## src/rtl/serial_add_pkg.sv

```systemverilog
// Shared types and helpers for the bit-serial adder sequencer.
package serial_add_pkg;

    typedef enum logic [1:0] {
        ST_IDLE = 2'd0,
        ST_RUN  = 2'd1,
        ST_DONE = 2'd2
    } state_t;

    localparam int DEF_WIDTH = 2;

    // Bit-counter width; never narrower than one bit so WIDTH=1 still has a counter.
    function automatic int cnt_width(input int w);
        return (w > 1) ? $clog2(w) : 1;
    endfunction

endpackage

```

## src/rtl/full_adder.sv

```systemverilog
// One-bit full adder, the single shared arithmetic cell of the serial datapath.
module full_adder (
    input  logic in1,
    input  logic in2,
    input  logic carry_in,
    output logic sum,
    output logic carry_out
);

    assign sum       = in1 ^ in2 ^ carry_in;
    assign carry_out = (in1 & in2) | (in1 & carry_in) | (in2 & carry_in);

endmodule

```

## src/rtl/serial_add_ctrl.sv

```systemverilog
// Bit-serial adder: one full_adder reused per bit, one bit per clock, registered result.
// Optional macro SERIAL_ADD_SUB_EN adds i_sub for two's-complement subtraction (A - B).
module serial_add_ctrl
    import serial_add_pkg::*;
#(
    parameter int WIDTH = DEF_WIDTH
) (
    input  logic             clk,
    input  logic             rst_n,
    input  logic             i_start,
    input  logic [WIDTH-1:0] i_op_a,
    input  logic [WIDTH-1:0] i_op_b,
`ifdef SERIAL_ADD_SUB_EN
    input  logic             i_sub,
`endif
    output logic             o_busy,
    output logic             o_done,
    output logic [WIDTH:0]   o_sum
);

    localparam int CW = cnt_width(WIDTH);

    state_t           state_r, state_s;
    logic [WIDTH-1:0] a_r, a_s;
    logic [WIDTH-1:0] b_r, b_s;
    logic [WIDTH-1:0] r_r, r_s;
    logic             carry_r, carry_s;
    logic [CW-1:0]    cnt_r, cnt_s;
    logic             busy_r, busy_s;
    logic             done_r, done_s;
    logic [WIDTH:0]   sum_r, sum_s;
    logic             fa_sum_s;
    logic             fa_cout_s;
    logic             sub_s;

`ifdef SERIAL_ADD_SUB_EN
    assign sub_s = i_sub;
`else
    assign sub_s = 1'b0;
`endif

    full_adder u_fa (
        .in1       (a_r[0]),
        .in2       (b_r[0]),
        .carry_in  (carry_r),
        .sum       (fa_sum_s),
        .carry_out (fa_cout_s)
    );

    // Next-state and datapath update; every register holds unless a state acts on it.
    always_comb begin
        state_s = state_r;
        a_s     = a_r;
        b_s     = b_r;
        r_s     = r_r;
        carry_s = carry_r;
        cnt_s   = cnt_r;
        busy_s  = busy_r;
        done_s  = 1'b0;
        sum_s   = sum_r;
        case (state_r)
            ST_IDLE: begin
                if (i_start) begin
                    a_s     = i_op_a;
                    b_s     = sub_s ? ~i_op_b : i_op_b;
                    carry_s = sub_s;
                    cnt_s   = {CW{1'b0}};
                    busy_s  = 1'b1;
                    state_s = ST_RUN;
                end else begin
                    state_s = ST_IDLE;
                end
            end
            ST_RUN: begin
                a_s            = a_r >> 1;
                b_s            = b_r >> 1;
                r_s            = r_r >> 1;
                r_s[WIDTH-1]   = fa_sum_s;
                carry_s        = fa_cout_s;
                cnt_s          = cnt_r + CW'(1);
                // Result is loaded on the final bit so it is valid alongside the done pulse.
                if (cnt_r == CW'(WIDTH - 1)) begin
                    busy_s  = 1'b0;
                    done_s  = 1'b1;
                    sum_s   = {fa_cout_s, r_s};
                    state_s = ST_DONE;
                end else begin
                    state_s = ST_RUN;
                end
            end
            ST_DONE: begin
                state_s = ST_IDLE;
            end
            default: begin
                busy_s  = 1'b0;
                state_s = ST_IDLE;
            end
        endcase
    end

    // State and datapath registers.
    always_ff @(posedge clk or negedge rst_n) begin
        if (!rst_n) begin
            state_r <= ST_IDLE;
            a_r     <= {WIDTH{1'b0}};
            b_r     <= {WIDTH{1'b0}};
            r_r     <= {WIDTH{1'b0}};
            carry_r <= 1'b0;
            cnt_r   <= {CW{1'b0}};
            busy_r  <= 1'b0;
            done_r  <= 1'b0;
            sum_r   <= {(WIDTH+1){1'b0}};
        end else begin
            state_r <= state_s;
            a_r     <= a_s;
            b_r     <= b_s;
            r_r     <= r_s;
            carry_r <= carry_s;
            cnt_r   <= cnt_s;
            busy_r  <= busy_s;
            done_r  <= done_s;
            sum_r   <= sum_s;
        end
    end

    assign o_busy = busy_r;
    assign o_done = done_r;
    assign o_sum  = sum_r;

endmodule

```

## config.mk

```make
export PLATFORM = sky130hd
export DESIGN_NAME = serial_add_ctrl
export DESIGN_NICKNAME = d
export VERILOG_FILES = /design/src/rtl/serial_add_pkg.sv /design/src/rtl/full_adder.sv /design/src/rtl/serial_add_ctrl.sv
export SDC_FILE = /design/constraint.sdc
export NUM_CORES = 1
export LEC_CHECK = 0
export CAP_MARGIN = 10
export CORE_MARGIN = 8
export CORE_UTILIZATION = 43
export DETAILED_ROUTE_END_ITERATION = 6
export PLACE_DENSITY = 0.68
export SETUP_SLACK_MARGIN = 0.3
export SLEW_MARGIN = 20
export SYNTH_ARGS = -nofsm -noshare
export SYNTH_HDL_FRONTEND = slang
export SYNTH_SLANG_ARGS = --single-unit
```

## constraint.sdc

```tcl
create_clock -name clk -period 1.85 [get_ports clk]
set_input_delay 0.37 -clock clk [delete_from_list [all_inputs] [get_ports clk]]
set_output_delay 0.37 -clock clk [all_outputs]
set_load 0.03 [all_outputs]
```

# Yosys cells after proc, flatten, opt, wreduce, memory -nomap -nowiden
# Index checks and enable logic that the tools add are counted.
# word_totals
ff_bits	15
input_bits	7
out_inout_bits	5
word_cells	42
# op_classes
n_eq_ne	4
mux	15
bitwise	8
n_reduce_logical	5
add_sub_neg	1
# op_table
op	n
case mux 2 bit (2 select lines)	3
two-way mux 1 bit	6
two-way mux 2 bit	3
!= test 2 bit, second input constant	2
case mux 1 bit (2 select lines)	2
AND reduction 2 bit	2
bitwise AND 1 bit	3
case mux 1 bit (3 select lines)	1
AND reduction 3 bit	1
== test 2 x 1 -> 1 bit, second input constant	1
== test 2 bit, second input constant	1
zero test 2 bit	1
bitwise OR 1 bit	2
nonzero test 2 bit	1
XOR 1 bit	2
adder 1 bit, second input constant	1
inverter 1 bit	1

# Depth between registers and ports, before layout
# logic_depth
ltp_word	4
ltp_mapped	4

# By module
# Synthesis repeated with hierarchy kept, for this count alone.
# hier_totals
hier_cells	49
area_unflattened_um2	574.3
# by_module_without_submodules
mod	instances	cells_each	area_per_inst_um2
serial_add_ctrl	1	48	554.3
full_adder	1	1	20.0

# Worst setup path before layout
# No wires, ideal clock.
# synth_timing
path_type	reg2reg
from	register state_r[0]
to	register sum_r[0], in the netlist o_sum[0]
slack_ns	0.584
setup_time_ns	0.125
n_path_buf	1
synth_period_minus_slack_ns	1.266
path_stages_with_launch	5
t_required_ns	1.725
arrival_ns	1.141
cell_sequence	dfrtp_1 nor2b_4 and2_4 buf_6 mux2_4
# synth_via
elab_chain_len	2
# synth_rtl
element	line	rtl
start, declared	serial_add_ctrl.sv:23	state_t state_r, state_s;
start signal, assigned	serial_add_ctrl.sv:114	state_r <= state_s;
== test 2 x 1 -> 1 bit	serial_add_ctrl.sv:61	case (state_r)
AND reduction 2 bit (no source line)	n/a	
end signal, assigned	serial_add_ctrl.sv:112	sum_r <= {(WIDTH+1){1'b0}};
end signal, assigned	serial_add_ctrl.sv:122	sum_r <= sum_s;
end, declared	serial_add_ctrl.sv:31	logic [WIDTH:0] sum_r, sum_s;
# No other way between the ends.
# A chain may end at the register's enable or synchronous reset.

# Worst setup path in the final report
# layout_timing
from	register busy_r, in the netlist o_busy
to	output port o_busy
# layout_rtl
element	line	rtl
start, declared	serial_add_ctrl.sv:29	logic busy_r, busy_s;
start signal, assigned	serial_add_ctrl.sv:120	busy_r <= busy_s;
end, declared	serial_add_ctrl.sv:16	output logic o_busy,
# No word-level cell between the ends.

==> metrics.log <==
[metrics] H-tree depth: 1
[metrics] Critical R2R Launch: state_r[1]$_DFF_PN0_
[metrics] sequential group share of total power: 0.459
[metrics] Die Width: 53.92 um
[metrics] top achievable clock speed: 710.2 MHz
[metrics] RSZ-0062 raised after global routing: false
[metrics] final count of hold timing violations: 0
[metrics] critical setup path kind: reg -> out
[metrics] layout cells sized above 1: 0.1905
[metrics] register bit total from synthesis: 14
[metrics] number of instances in the synthesized netlist: 51
[metrics] Pre-Repair DR Iteration Count: 3
[metrics] Boundary Pins: 12
[metrics] worst-case headroom to the max-slew limit: 0.5964
[metrics] pwr/cell area: 1657 nW/um2
[metrics] number of different library cells in the post-synthesis netlist: 18
[metrics] clock tree from TritonCTS: done
[metrics] buffer count from post-CTS setup fixing: 0
[metrics] number of max-slew violations in the final report: 0
[metrics] standard-cell rows: 13
[metrics] count of antenna diodes in the layout: 0
[metrics] net total in the final layout: 73
[metrics] final critical delay including setup and external delays: 1.408 ns
[metrics] proportion of power drawn by combinational gates: 0.411
[metrics] CP cell instances: dlygate4sd2_1
[metrics] proportion of power drawn by the clock network: 0.130
[metrics] count of synthesis-stage warnings from yosys: 0
[metrics] final worst clock skew: 0.007465 ns
[metrics] Max Cap Violations: 0
[metrics] DRC violation count after routing: 0
[metrics] Worst Reg2Reg Path Length in Cells: 3
[metrics] RR Endpoint: o_sum[0]$_DFFE_PN0P_
[metrics] cell family with the largest share of critical-path delay: buffers and inverters
[metrics] WL per Instance: 13.15 um
[metrics] starting DRC count in detailed routing: 2
[metrics] Max VDD drop: 0.0009632 V
[metrics] Total Power: 1.238 mW
[metrics] Area Growth Syn to Fin: 20.85%
[metrics] CP max FO: 3
[metrics] Post-Place Cell Area: 730.7 um2
[metrics] leakage power figure: 0.3591 nW
[metrics] clock insertion delay at the later pin of the skew report: 0.27 ns
[metrics] Internal: 0.7683 mW
[metrics] Design Area, Final: 747.0 um2
[metrics] Die Span Y: 53.92 um
[metrics] Routed WL: 1026 um
[metrics] transition at the pin with the smallest max-transition slack: 0.6035 ns
[metrics] endpoint class of the critical path: output pin
[metrics] total grt overflow: 0
[metrics] worst stage delay on the critical path: 0.41 ns
[metrics] cts bufs inserted: 3
[metrics] largest net degree at the start of global routing: 15
[metrics] area inside the core boundary: 1318 um2
[metrics] Clock Sinks: 14
[metrics] # port buffers: 11
[metrics] area enclosed by the die boundary: 2907 um2
[metrics] detailed-placement wirelength estimate: 730.4 um
[metrics] vias in the first global route: 380
[metrics] initial core utilization: 0.4691
[metrics] Clk Tree Root Cell: sky130_fd_sc_hd__clkbuf_4
[metrics] Critical Path Start Type: flop
[metrics] post-synthesis area per instance: 12.12 um2
[metrics] CTS max path bufs: 2
[metrics] reported net switching power: 0.4693 mW
[metrics] synthesized area: 618.1 um2
[metrics] switch share: 0.3792
[metrics] cell with the largest stage delay on the worst path: sky130_fd_sc_hd__dlygate4sd2_1
[metrics] register area share after synthesis: 0.5668
[metrics] global-route usage over all layers: 0.08194
[metrics] Critical Path AT: 1.04 ns
[metrics] data required time of the critical path: 1.48 ns
[metrics] number of antenna violations at the first check in global routing: 0
[metrics] buffers and inverters on the worst path: 1
[metrics] antenna-violating nets left: 0
[metrics] period utilization: 0.7611
[metrics] vias per std cell: 5.090
[metrics] clock edge transition at the registers on the reported setup and hold paths: 0.08 ns
[metrics] final sum of negative setup slack: 0 ns
[metrics] outcome: finished, final reports clean
[metrics] register-to-register path setup slack: 0.47 ns
[metrics] global-route wire length before repair: 1711 um
[metrics] total via count after detailed routing: 397
[metrics] routability congestion estimate: 0.7557
[metrics] syn_nets: 59
[metrics] path type of the worst min-delay path: in -> async
[metrics] final-report setup violation count: 0
-- Yosys cell counts --
master                      n  area [um2]
sky130_fd_sc_hd__dfrtp_1   14       350.3
sky130_fd_sc_hd__o21ai_0    8       40.04
sky130_fd_sc_hd__nand2_1    7       26.28
sky130_fd_sc_hd__mux2_4     3       45.04
sky130_fd_sc_hd__nor2_1     3       11.26
sky130_fd_sc_hd__a21oi_1    2       10.01
sky130_fd_sc_hd__a22oi_1    2       15.01
sky130_fd_sc_hd__and4bb_2   2       25.02
sky130_fd_sc_hd__a211oi_1   1       7.510
sky130_fd_sc_hd__and2_2     1       7.510
sky130_fd_sc_hd__and2_4     1       8.760
sky130_fd_sc_hd__buf_2      1       5.000
sky130_fd_sc_hd__buf_6      1       11.26
sky130_fd_sc_hd__fa_1       1       20.02
sky130_fd_sc_hd__inv_1      1       3.750
sky130_fd_sc_hd__mux2_2     1       11.26
sky130_fd_sc_hd__nor2b_1    1       6.260
sky130_fd_sc_hd__nor2b_4    1       13.76
-- through the flow --
step / hold WS [ns] / cells / worst slack, ns / util
2_1_floorplan: 0.07441 / 51 / 0.5842 / -
3_3_place_gp: 0.4670 / 75 / 0.4426 / 0.5546
3_5_place_dp: 0.4795 / 75 / 0.4229 / 0.5546
4_1_cts: 0.4959 / 78 / 0.4175 / 0.5670
5_1_grt: 0.5115 / 78 / 0.3770 / 0.5670
6_report: 0.4748 / 78 / 0.4419 / 0.5670
-- how the worst max path moves through the flow --
stage / startpoint / end / slack, ns / depth (start not counted)
after detailed placement: i_start / cnt_r$_DFFE_PN0P_ / 0.42 / 4
after CTS: o_busy$_DFFE_PN0P_ / o_busy / 0.42 / 1
after floorplan: state_r[0]$_DFF_PN0_ / o_sum[0]$_DFFE_PN0P_ / 0.58 / 4
final: o_busy$_DFFE_PN0P_ / o_busy / 0.44 / 1
after global placement: o_busy$_DFFE_PN0P_ / o_busy / 0.44 / 1
after global routing: o_busy$_DFFE_PN0P_ / o_busy / 0.38 / 1
-- power groups by stage --
stage | clock [mW] | sequential [mW] | combinational [mW]
after floorplan | 0 | 0.621 | 0.345
after global placement | 0 | 0.575 | 0.541
after detailed placement | 0 | 0.574 | 0.546
after CTS | 0.168 | 0.568 | 0.517
after global routing | 0.185 | 0.593 | 0.557
final | 0.161 | 0.568 | 0.509
-- state kept, by name, summed over array words and instances (netlist names) --
name	flops
o_busy	1
r_r	1
o_done	1
o_sum	3
a_r	2
state_r	2
carry_r	1
cnt_r	1
b_r	2
-- what timing repair did --
| item | 4_1_cts | 5_1_grt |
|---|---|---|
| setup endpoints to repair | 5 | 0 |
| hold buffers | 0 | 0 |
| resized for setup | 5 | 0 |
-- cells in the final DEF, fill, tap and decap left out, drive strengths merged --
cell type,n
clkdlybuf4s50,6
clkbuf,3
dlygate4sd2,5
and4bb,2
nor2b,2
o21ai,8
fa,1
nor2,3
nand2,7
a22oi,2
a211oi,1
a21oi,2
and2,2
dfrtp,14
inv,1
mux2,4
-- kinds of logic after synthesis --
group	after synthesis	synth area share
AND/OR/NAND/NOR	16	0.1599
flip-flops	14	0.5668
AO/OA/AOI/OAI	13	0.1174
multiplexers	4	0.09109
buffers and inverters	3	0.03237
adder cells (fa/ha/maj)	1	0.03239
-- layout make-up --
type,instances,area [um2]
clock buffer,3,22.52
inverter,1,3.754
timing repair buffer,11,103.9
tap,15,18.77
multi-input combinational,34,247.7
fill,115,570.5
sequential,14,350.3
-- per-layer routing --
metal / vias up / share of wire / GRT usage
met5: - / 0 / 0
met4: 0 / 0.0097 / 0.06303
met3: 2 / 0.092 / 0.03857
met2: 12 / 0.39 / 0.09653
met1: 183 / 0.51 / 0.1095
li1: 200 / - / -
(Power assumes the default switching activity.)
